File: config.mk
export PLATFORM = sky130hd
export DESIGN_NAME = node_sched
export DESIGN_NICKNAME = d
export VERILOG_FILES = /design/src/rtl/replica_pkg.sv /design/src/rtl/sched_wait_cnt.sv /design/src/rtl/node_sched.sv
export SDC_FILE = /design/constraint.sdc
export NUM_CORES = 1
export LEC_CHECK = 0
export BUFFER_PORTS_ARGS = -buffer_cell sky130_fd_sc_hd__buf_4
export CORE_UTILIZATION = 57
export DETAILED_ROUTE_END_ITERATION = 10
export GPL_TIMING_DRIVEN = 0
export PLACE_DENSITY = 0.8
export SYNTH_ARGS = -nofsm -noshare
export SYNTH_HDL_FRONTEND = slang
export SYNTH_SLANG_ARGS = --single-unit
File: constraint.sdc
create_clock -name clk -period 4.3 [get_ports clk]
set_clock_uncertainty 0.15 [all_clocks]
set_input_delay 0.43 -clock clk [delete_from_list [all_inputs] [get_ports clk]]
set_output_delay 0.43 -clock clk [all_outputs]
set_load 0.005 [all_outputs]
File: src/rtl/replica_pkg.sv
// Shared command types and scheduler definitions for the replica node array.
package replica_pkg;

  typedef logic [2:0] opt_command_t;
  typedef logic [4:0] distance_command_t;

  localparam opt_command_t      OPT_IDLE      = 3'd0;
  localparam distance_command_t DIS_IDLE      = 5'd0;
  localparam int                DIS_STEPS_MAX = 16;

  // Delta-distance command issued at each step of the DIST phase.
  localparam distance_command_t DIS_SEQ [DIS_STEPS_MAX] = '{
    5'h03, 5'h05, 5'h09, 5'h11, 5'h06, 5'h0A, 5'h12, 5'h0C,
    5'h14, 5'h18, 5'h07, 5'h0B, 5'h13, 5'h0D, 5'h15, 5'h19
  };

  typedef enum logic [3:0] {
    IDLE, OPT, DIST, METRO, METRO_W,
    OR_REPL, OR_EXCH, OR_EXCH_W,
    TW_REPL, TW_EXCH, TW_EXCH_W,
    NEXT, DONE
  } sched_state_t;

endpackage

File: src/rtl/sched_wait_cnt.sv
// Small load/decrement counter used to time the settle waits after metropolis and exchange.
module sched_wait_cnt (
  input  logic       clk,
  input  logic       reset,
  input  logic       load,
  input  logic [2:0] load_val,
  input  logic       dec,
  output logic       zero
);

  logic [2:0] cnt_q, cnt_d;

  // Load takes priority; decrement saturates at zero.
  always_comb begin
    cnt_d = cnt_q;
    if (load) begin
      cnt_d = load_val;
    end else if (dec && (cnt_q != 3'd0)) begin
      cnt_d = cnt_q - 3'd1;
    end
  end

  // Count register with synchronous active-low reset.
  always_ff @(posedge clk) begin
    if (!reset) cnt_q <= 3'd0;
    else        cnt_q <= cnt_d;
  end

  assign zero = (cnt_q == 3'd0);

endmodule

File: src/rtl/node_sched.sv
// Per-node command sequencer: opt, delta-distance, metropolis and serialized replica/exchange.
module node_sched
  import replica_pkg::*;
#(
  parameter int DIS_STEPS = 4,
  parameter int METRO_LAT = 2,
  parameter int EXCH_LAT  = 3,
  parameter int ITER_W    = 24
) (
  input  logic              clk,
  input  logic              reset,
  input  logic              start,
  input  logic              stop,
  input  logic [ITER_W-1:0] iter_num,
  input  logic [7:0]        repl_interval,
  input  opt_command_t      opt_mode,
  output logic              opt_run,
  output opt_command_t      opt_com,
  output distance_command_t or_distance_com,
  output distance_command_t tw_distance_com,
  output logic              or_metropolis_run,
  output logic              tw_metropolis_run,
  output logic              or_replica_run,
  output logic              tw_replica_run,
  output logic              or_exchange_run,
  output logic              tw_exchange_run,
  output logic              busy,
  output logic              done,
  output logic [ITER_W-1:0] iter_cnt
);

  // The counter is loaded with LAT-1 so the wait state lasts exactly LAT cycles.
  localparam logic [2:0] METRO_LOAD = 3'((METRO_LAT > 0) ? METRO_LAT - 1 : 0);
  localparam logic [2:0] EXCH_LOAD  = 3'((EXCH_LAT > 0) ? EXCH_LAT - 1 : 0);
  localparam logic [3:0] STEP_LAST  = 4'(DIS_STEPS - 1);

  sched_state_t      state_q, state_d;
  logic [ITER_W-1:0] iter_num_q, iter_num_d;
  logic [ITER_W-1:0] iter_cnt_q, iter_cnt_d;
  logic [7:0]        repl_q, repl_d;
  logic [7:0]        ivl_q, ivl_d;
  opt_command_t      opt_q, opt_d;
  logic [3:0]        step_q, step_d;

  logic              opt_run_q, opt_run_d;
  distance_command_t dis_q, dis_d;
  logic              metro_q, metro_d;
  logic              or_repl_q, or_repl_d;
  logic              tw_repl_q, tw_repl_d;
  logic              or_exch_q, or_exch_d;
  logic              tw_exch_q, tw_exch_d;
  logic              busy_q, busy_d;
  logic              done_q, done_d;

  logic              wait_load, wait_dec, wait_zero;
  logic [2:0]        wait_val;
  logic              metro_exit, is_repl;

  sched_wait_cnt u_wait (
    .clk      (clk),
    .reset    (reset),
    .load     (wait_load),
    .load_val (wait_val),
    .dec      (wait_dec),
    .zero     (wait_zero)
  );

  // Next-state, run bookkeeping and wait-counter control.
  always_comb begin
    state_d    = state_q;
    iter_num_d = iter_num_q;
    iter_cnt_d = iter_cnt_q;
    repl_d     = repl_q;
    ivl_d      = ivl_q;
    opt_d      = opt_q;
    step_d     = step_q;
    wait_load  = 1'b0;
    wait_val   = 3'd0;
    wait_dec   = 1'b0;
    metro_exit = 1'b0;
    is_repl    = (repl_q != 8'd0) && ((ivl_q + 8'd1) == repl_q);

    case (state_q)
      IDLE: begin
        if (start) begin
          if (iter_num == '0) begin
            state_d = DONE;
          end else begin
            iter_num_d = iter_num;
            repl_d     = repl_interval;
            opt_d      = opt_mode;
            iter_cnt_d = '0;
            ivl_d      = 8'd0;
            state_d    = OPT;
          end
        end
      end
      OPT: begin
        step_d  = 4'd0;
        state_d = DIST;
      end
      DIST: begin
        if (step_q == STEP_LAST) state_d = METRO;
        else                     step_d  = step_q + 4'd1;
      end
      METRO: begin
        wait_load = 1'b1;
        wait_val  = METRO_LOAD;
        if (METRO_LAT == 0) metro_exit = 1'b1;
        else                state_d    = METRO_W;
      end
      METRO_W: begin
        wait_dec = 1'b1;
        if (wait_zero) metro_exit = 1'b1;
      end
      OR_REPL: state_d = OR_EXCH;
      OR_EXCH: begin
        wait_load = 1'b1;
        wait_val  = EXCH_LOAD;
        state_d   = (EXCH_LAT == 0) ? TW_REPL : OR_EXCH_W;
      end
      OR_EXCH_W: begin
        wait_dec = 1'b1;
        if (wait_zero) state_d = TW_REPL;
      end
      TW_REPL: state_d = TW_EXCH;
      TW_EXCH: begin
        wait_load = 1'b1;
        wait_val  = EXCH_LOAD;
        state_d   = (EXCH_LAT == 0) ? NEXT : TW_EXCH_W;
      end
      TW_EXCH_W: begin
        wait_dec = 1'b1;
        if (wait_zero) state_d = NEXT;
      end
      NEXT: begin
        iter_cnt_d = iter_cnt_q + ITER_W'(1);
        if (((iter_cnt_q + ITER_W'(1)) == iter_num_q) || stop) state_d = DONE;
        else                                                   state_d = OPT;
      end
      DONE:    state_d = IDLE;
      default: state_d = IDLE;
    endcase

    if (metro_exit) begin
      if (is_repl) begin
        ivl_d   = 8'd0;
        state_d = OR_REPL;
      end else begin
        if (repl_q != 8'd0) ivl_d = ivl_q + 8'd1;
        state_d = NEXT;
      end
    end
  end

  // Moore outputs decoded from the upcoming state so they register alongside it.
  always_comb begin
    opt_run_d = (state_d == OPT);
    dis_d     = (state_d == DIST) ? DIS_SEQ[step_d] : DIS_IDLE;
    metro_d   = (state_d == METRO);
    or_repl_d = (state_d == OR_REPL);
    or_exch_d = (state_d == OR_EXCH);
    tw_repl_d = (state_d == TW_REPL);
    tw_exch_d = (state_d == TW_EXCH);
    busy_d    = (state_d != IDLE);
    done_d    = (state_d == DONE);
  end

  // State, run context and output registers with synchronous active-low reset.
  always_ff @(posedge clk) begin
    if (!reset) begin
      state_q    <= IDLE;
      iter_num_q <= '0;
      iter_cnt_q <= '0;
      repl_q     <= 8'd0;
      ivl_q      <= 8'd0;
      opt_q      <= OPT_IDLE;
      step_q     <= 4'd0;
      opt_run_q  <= 1'b0;
      dis_q      <= DIS_IDLE;
      metro_q    <= 1'b0;
      or_repl_q  <= 1'b0;
      tw_repl_q  <= 1'b0;
      or_exch_q  <= 1'b0;
      tw_exch_q  <= 1'b0;
      busy_q     <= 1'b0;
      done_q     <= 1'b0;
    end else begin
      state_q    <= state_d;
      iter_num_q <= iter_num_d;
      iter_cnt_q <= iter_cnt_d;
      repl_q     <= repl_d;
      ivl_q      <= ivl_d;
      opt_q      <= opt_d;
      step_q     <= step_d;
      opt_run_q  <= opt_run_d;
      dis_q      <= dis_d;
      metro_q    <= metro_d;
      or_repl_q  <= or_repl_d;
      tw_repl_q  <= tw_repl_d;
      or_exch_q  <= or_exch_d;
      tw_exch_q  <= tw_exch_d;
      busy_q     <= busy_d;
      done_q     <= done_d;
    end
  end

  assign opt_run           = opt_run_q;
  assign opt_com           = opt_q;
  assign or_distance_com   = dis_q;
  assign tw_distance_com   = dis_q;
  assign or_metropolis_run = metro_q;
  assign tw_metropolis_run = metro_q;
  assign or_replica_run    = or_repl_q;
  assign tw_replica_run    = tw_repl_q;
  assign or_exchange_run   = or_exch_q;
  assign tw_exchange_run   = tw_exch_q;
  assign busy              = busy_q;
  assign done              = done_q;
  assign iter_cnt          = iter_cnt_q;

endmodule

==> qor.yml <==
clocking:
  cts.sinks: 91
  postCtsHoldBufs: 0
  clk_pin_slew_ns: 0.09
  root_buffer: "clkbuf_8"
  worstSkewPairLatency_ns: 0.37
  post_cts_buffers: 0
  clockBufferDepth: 2
  ctsHtreeMaxLevel: 3
  tritoncts: "built"
  cts_resized: 0
  cts_buffers: 9
power_and_ir_drop:
  p_leak_nw: 2.603
  peakVddDrop_mv: 0.2193
  powerDensity_nw_per_um2: 299.9
  p_total_mw: 1.929
logic_synthesis:
  synth_compound_area_share_pct: 17.70
  ys_async_sr_fraction_pct: 0
  synthFlopType: "dfxtp_1"
  synth_area_per_cell_um2: 8.166
  synth-xor-area-share_pct: 6.654
  ys_ff_latch: 91
  synth_cells: 670
  synth_top_family_by_area: "simple AND/OR/NAND/NOR gates"
  yosysWarnings: 0
  yosysTopAreaCellShare_pct: 33.30
  ys_seq_area_share_pct: 33.30
  synth_nets: 720
  synth_area_leaders: "dfxtp_1 (33%), mux2i_1 (6.8%), nor2_1 (6.2%), xnor2_1 (4.3%), o21ai_0 (3.7%)"
  synth_cell_types: 73
  synthAdderAreaFrac_pct: 2.515
  synth_mux_area_share_pct: 7.386
  yosysTopAreaCell: "dfxtp_1"
  synthesis.area_um2: 5471
  synth_simple_gate_area_share_pct: 26.43
  synth_edf_count: 0
layout:
  final_area_um2: 6431
  syn_to_final_growth_pct: 17.54
  final_core_util_pct: 69.27
  fin_nets: 815
  drive_gt1_share_pct: 18.34
  num_antenna_cells: 0
sta:
  worstMarginPinSlew_ns: 0.8632
  grt_setup_unrepaired: "false"
  hold-worst-slack_ns: 0.1375
  max_freq_mhz: 262.5
  max_slew_margin_pct: 41.97
  setup_viol: 0
  fin_crit_sh_pct: 88.58
  slew_viol_final: 0
  final-hold-violation-count: 0
  layout_min_cycle_time_ns: 3.809
  tns_ns: 0
status:
  status: "finished clean"
setup_path:
  critPathLaunchType: "register"
  cp_data_arrival_time_ns: 3.93
  endpoint: "tw_replica_run$_SDFF_PN0_"
  crit_path_max_fanout: 8
  r2r_slack_ns: 0.49
  worstPathRequired_ns: 4.42
  worstSetupStartpoint: "iter_cnt[0]$_SDFFE_PN0P_"
  rr_worst_depth: 9
  r2r-end: "tw_replica_run$_SDFF_PN0_"
  r2r_start: "iter_cnt[0]$_SDFFE_PN0P_"
  endpoint_kind: "register"
  critPathKind: "reg -> reg"
global_routing:
  grt-ovfl-total: 0
  grt_max_degree: 16
  grt_usage_pct: 30.06
  grt_pass1_vias: 4894
  grt_first_pass_wirelength_um: 23660
  antenna_found_initial: 0
placed_design:
  place_congestion: 0.9123
  post-dp-hpwl_um: 11100
  dpl_cell_area_um2: 6264
  io_buffers: 84
drt:
  dr.pass1.iters: 5
  drt_wl_total_um: 14820
  vias_per_cell: 6.078
  drc: 0
  final_antenna_net_count: 0
  wl_per_cell_um: 16.50
  drtIter0Drc: 455
  vias: 5458
floorplan:
  die_area_um2: 9995
  rows: 35
  boundaryPins: 85
  initial_core_util_pct: 58.94
  die_w_um: 99.98
  die_h_um: 99.98
  core_area_um2: 9284
flow_run:
  maxCapViolations: 0
hold_path:
  worstHoldPathType: "in -> reg"
-- metrics by stage --
step,std cells,setup slack (ns)
final,898,0.4911
after global routing,898,0.3003
after CTS,898,0.6137
after detailed placement,883,0.6796
after global placement,883,0.7700
after floorplan,670,1.227
-- cell usage in the layout (no fill, tap or decap), types with 18 or more instances in the layout --
master / instances
mux2i_1: 37
nand3_1: 19
nor3_1: 18
nor2_1: 90
nand2_1: 52
o21ai_0: 40
a21oi_1: 39
xnor2_1: 27
dfxtp_1: 91
clkbuf_1: 29
buf_4: 92
-- cell families (layout without fill, tap and decap cells) --
| kind of cell | after synthesis | after routing |
|---|---|---|
| and+or+nand+nor | 278 | 278 |
| AOI/OAI and AO/OA | 151 | 151 |
| xor gates and xnor gates | 40 | 40 |
| buffers and inverters | 59 | 158 |
| muxes | 40 | 40 |
| adders and majority gates | 11 | 11 |
| DFF | 91 | 91 |
-- worst min path at each step --
stage / startpoint / end / slack, ns / cells past startpoint
6_report: repl_interval[0] / repl_q[0]$_SDFFE_PN0P_ / 0.14 / 3
5_1_grt: repl_interval[3] / repl_q[3]$_SDFFE_PN0P_ / 0.14 / 3
4_1_cts: repl_interval[0] / repl_q[0]$_SDFFE_PN0P_ / 0.13 / 3
3_5_place_dp: opt_com[1]$_SDFFE_PN0P_ / opt_com[1]$_SDFFE_PN0P_ / 0.35 / 2
3_3_place_gp: opt_com[0]$_SDFFE_PN0P_ / opt_com[0]$_SDFFE_PN0P_ / 0.33 / 2
2_1_floorplan: iter_num_q[2]$_SDFFE_PN0P_ / iter_num_q[2]$_SDFFE_PN0P_ / 0.32 / 2
-- report_power, final --
group / total, mW / internal [mW] / switching [mW] / leakage [nW]
clock network: 0.527 / 0.210 / 0.316 / 0.0750
registers: 0.937 / 0.891 / 0.0458 / 0.740
logic: 0.465 / 0.203 / 0.263 / 1.79
total: 1.93 / 1.30 / 0.625 / 2.60
-- Yosys cell counts (4+ instances only) --
library cell	n
o31ai_1	4
inv_1	11
clkbuf_8	6
nor3_1	18
o21ai_0	40
ha_1	11
mux2i_1	37
or3_1	7
nand2b_1	7
nor4_1	17
dfxtp_1	91
nand2_1	52
nand4_1	10
a21oi_1	39
nand3_1	19
and2_1	10
o22ai_1	5
nor2_1	90
clkbuf_1	28
nor2b_1	6
buf_4	8
xnor2_1	27
a211oi_1	8
and3_1	8
xor2_1	12
a22oi_1	5
a31oi_1	14
nand4b_1	5
-- worst max-delay path, stage by stage, from the launching register on --
cell,delay [ns]
dfxtp_1,0.53
ha_1,0.33
nand3_1,0.28
nor4_2,0.83
a22oi_1,0.20
o21bai_1,0.21
nor4_2,0.40
nand2_1,0.20
a211oi_2,0.32
nor4b_2,0.27
-- metal layers --
metal | share of wire [%] | GRT usage (%) | routed length, um
met1 | 44 | 42.25 | 6561
met2 | 44 | 47.11 | 6593
met3 | 9.2 | 4.735 | 1370
met4 | 2.0 | 10.37 | 292
met5 | 0 | 0 | 0
-- cell type report --
| cell class | instances | area (um2) |
|---|---|---|
| Buffer | 48 | 287.8 |
| Clock buffer | 10 | 127.6 |
| Clock inverter | 5 | 40.04 |
| Fill cell | 797 | 2853 |
| Inverter | 11 | 41.29 |
| Multi-Input combinational cell | 520 | 3321 |
| Sequential cell | 91 | 1822 |
| Tap cell | 129 | 161.4 |
| Timing Repair Buffer | 84 | 630.6 |
-- flip-flops by register name, summed over array words and instances, names as in the netlist, 3 cells and up --
signal           flops
step_q               4
opt_com              3
iter_num_q          24
state_q              4
u_wait.cnt_q         3
repl_q               8
iter_cnt            24
ivl_q                8
or_distance_com      5
No activity file was read; power rests on OpenSTA's default activity.
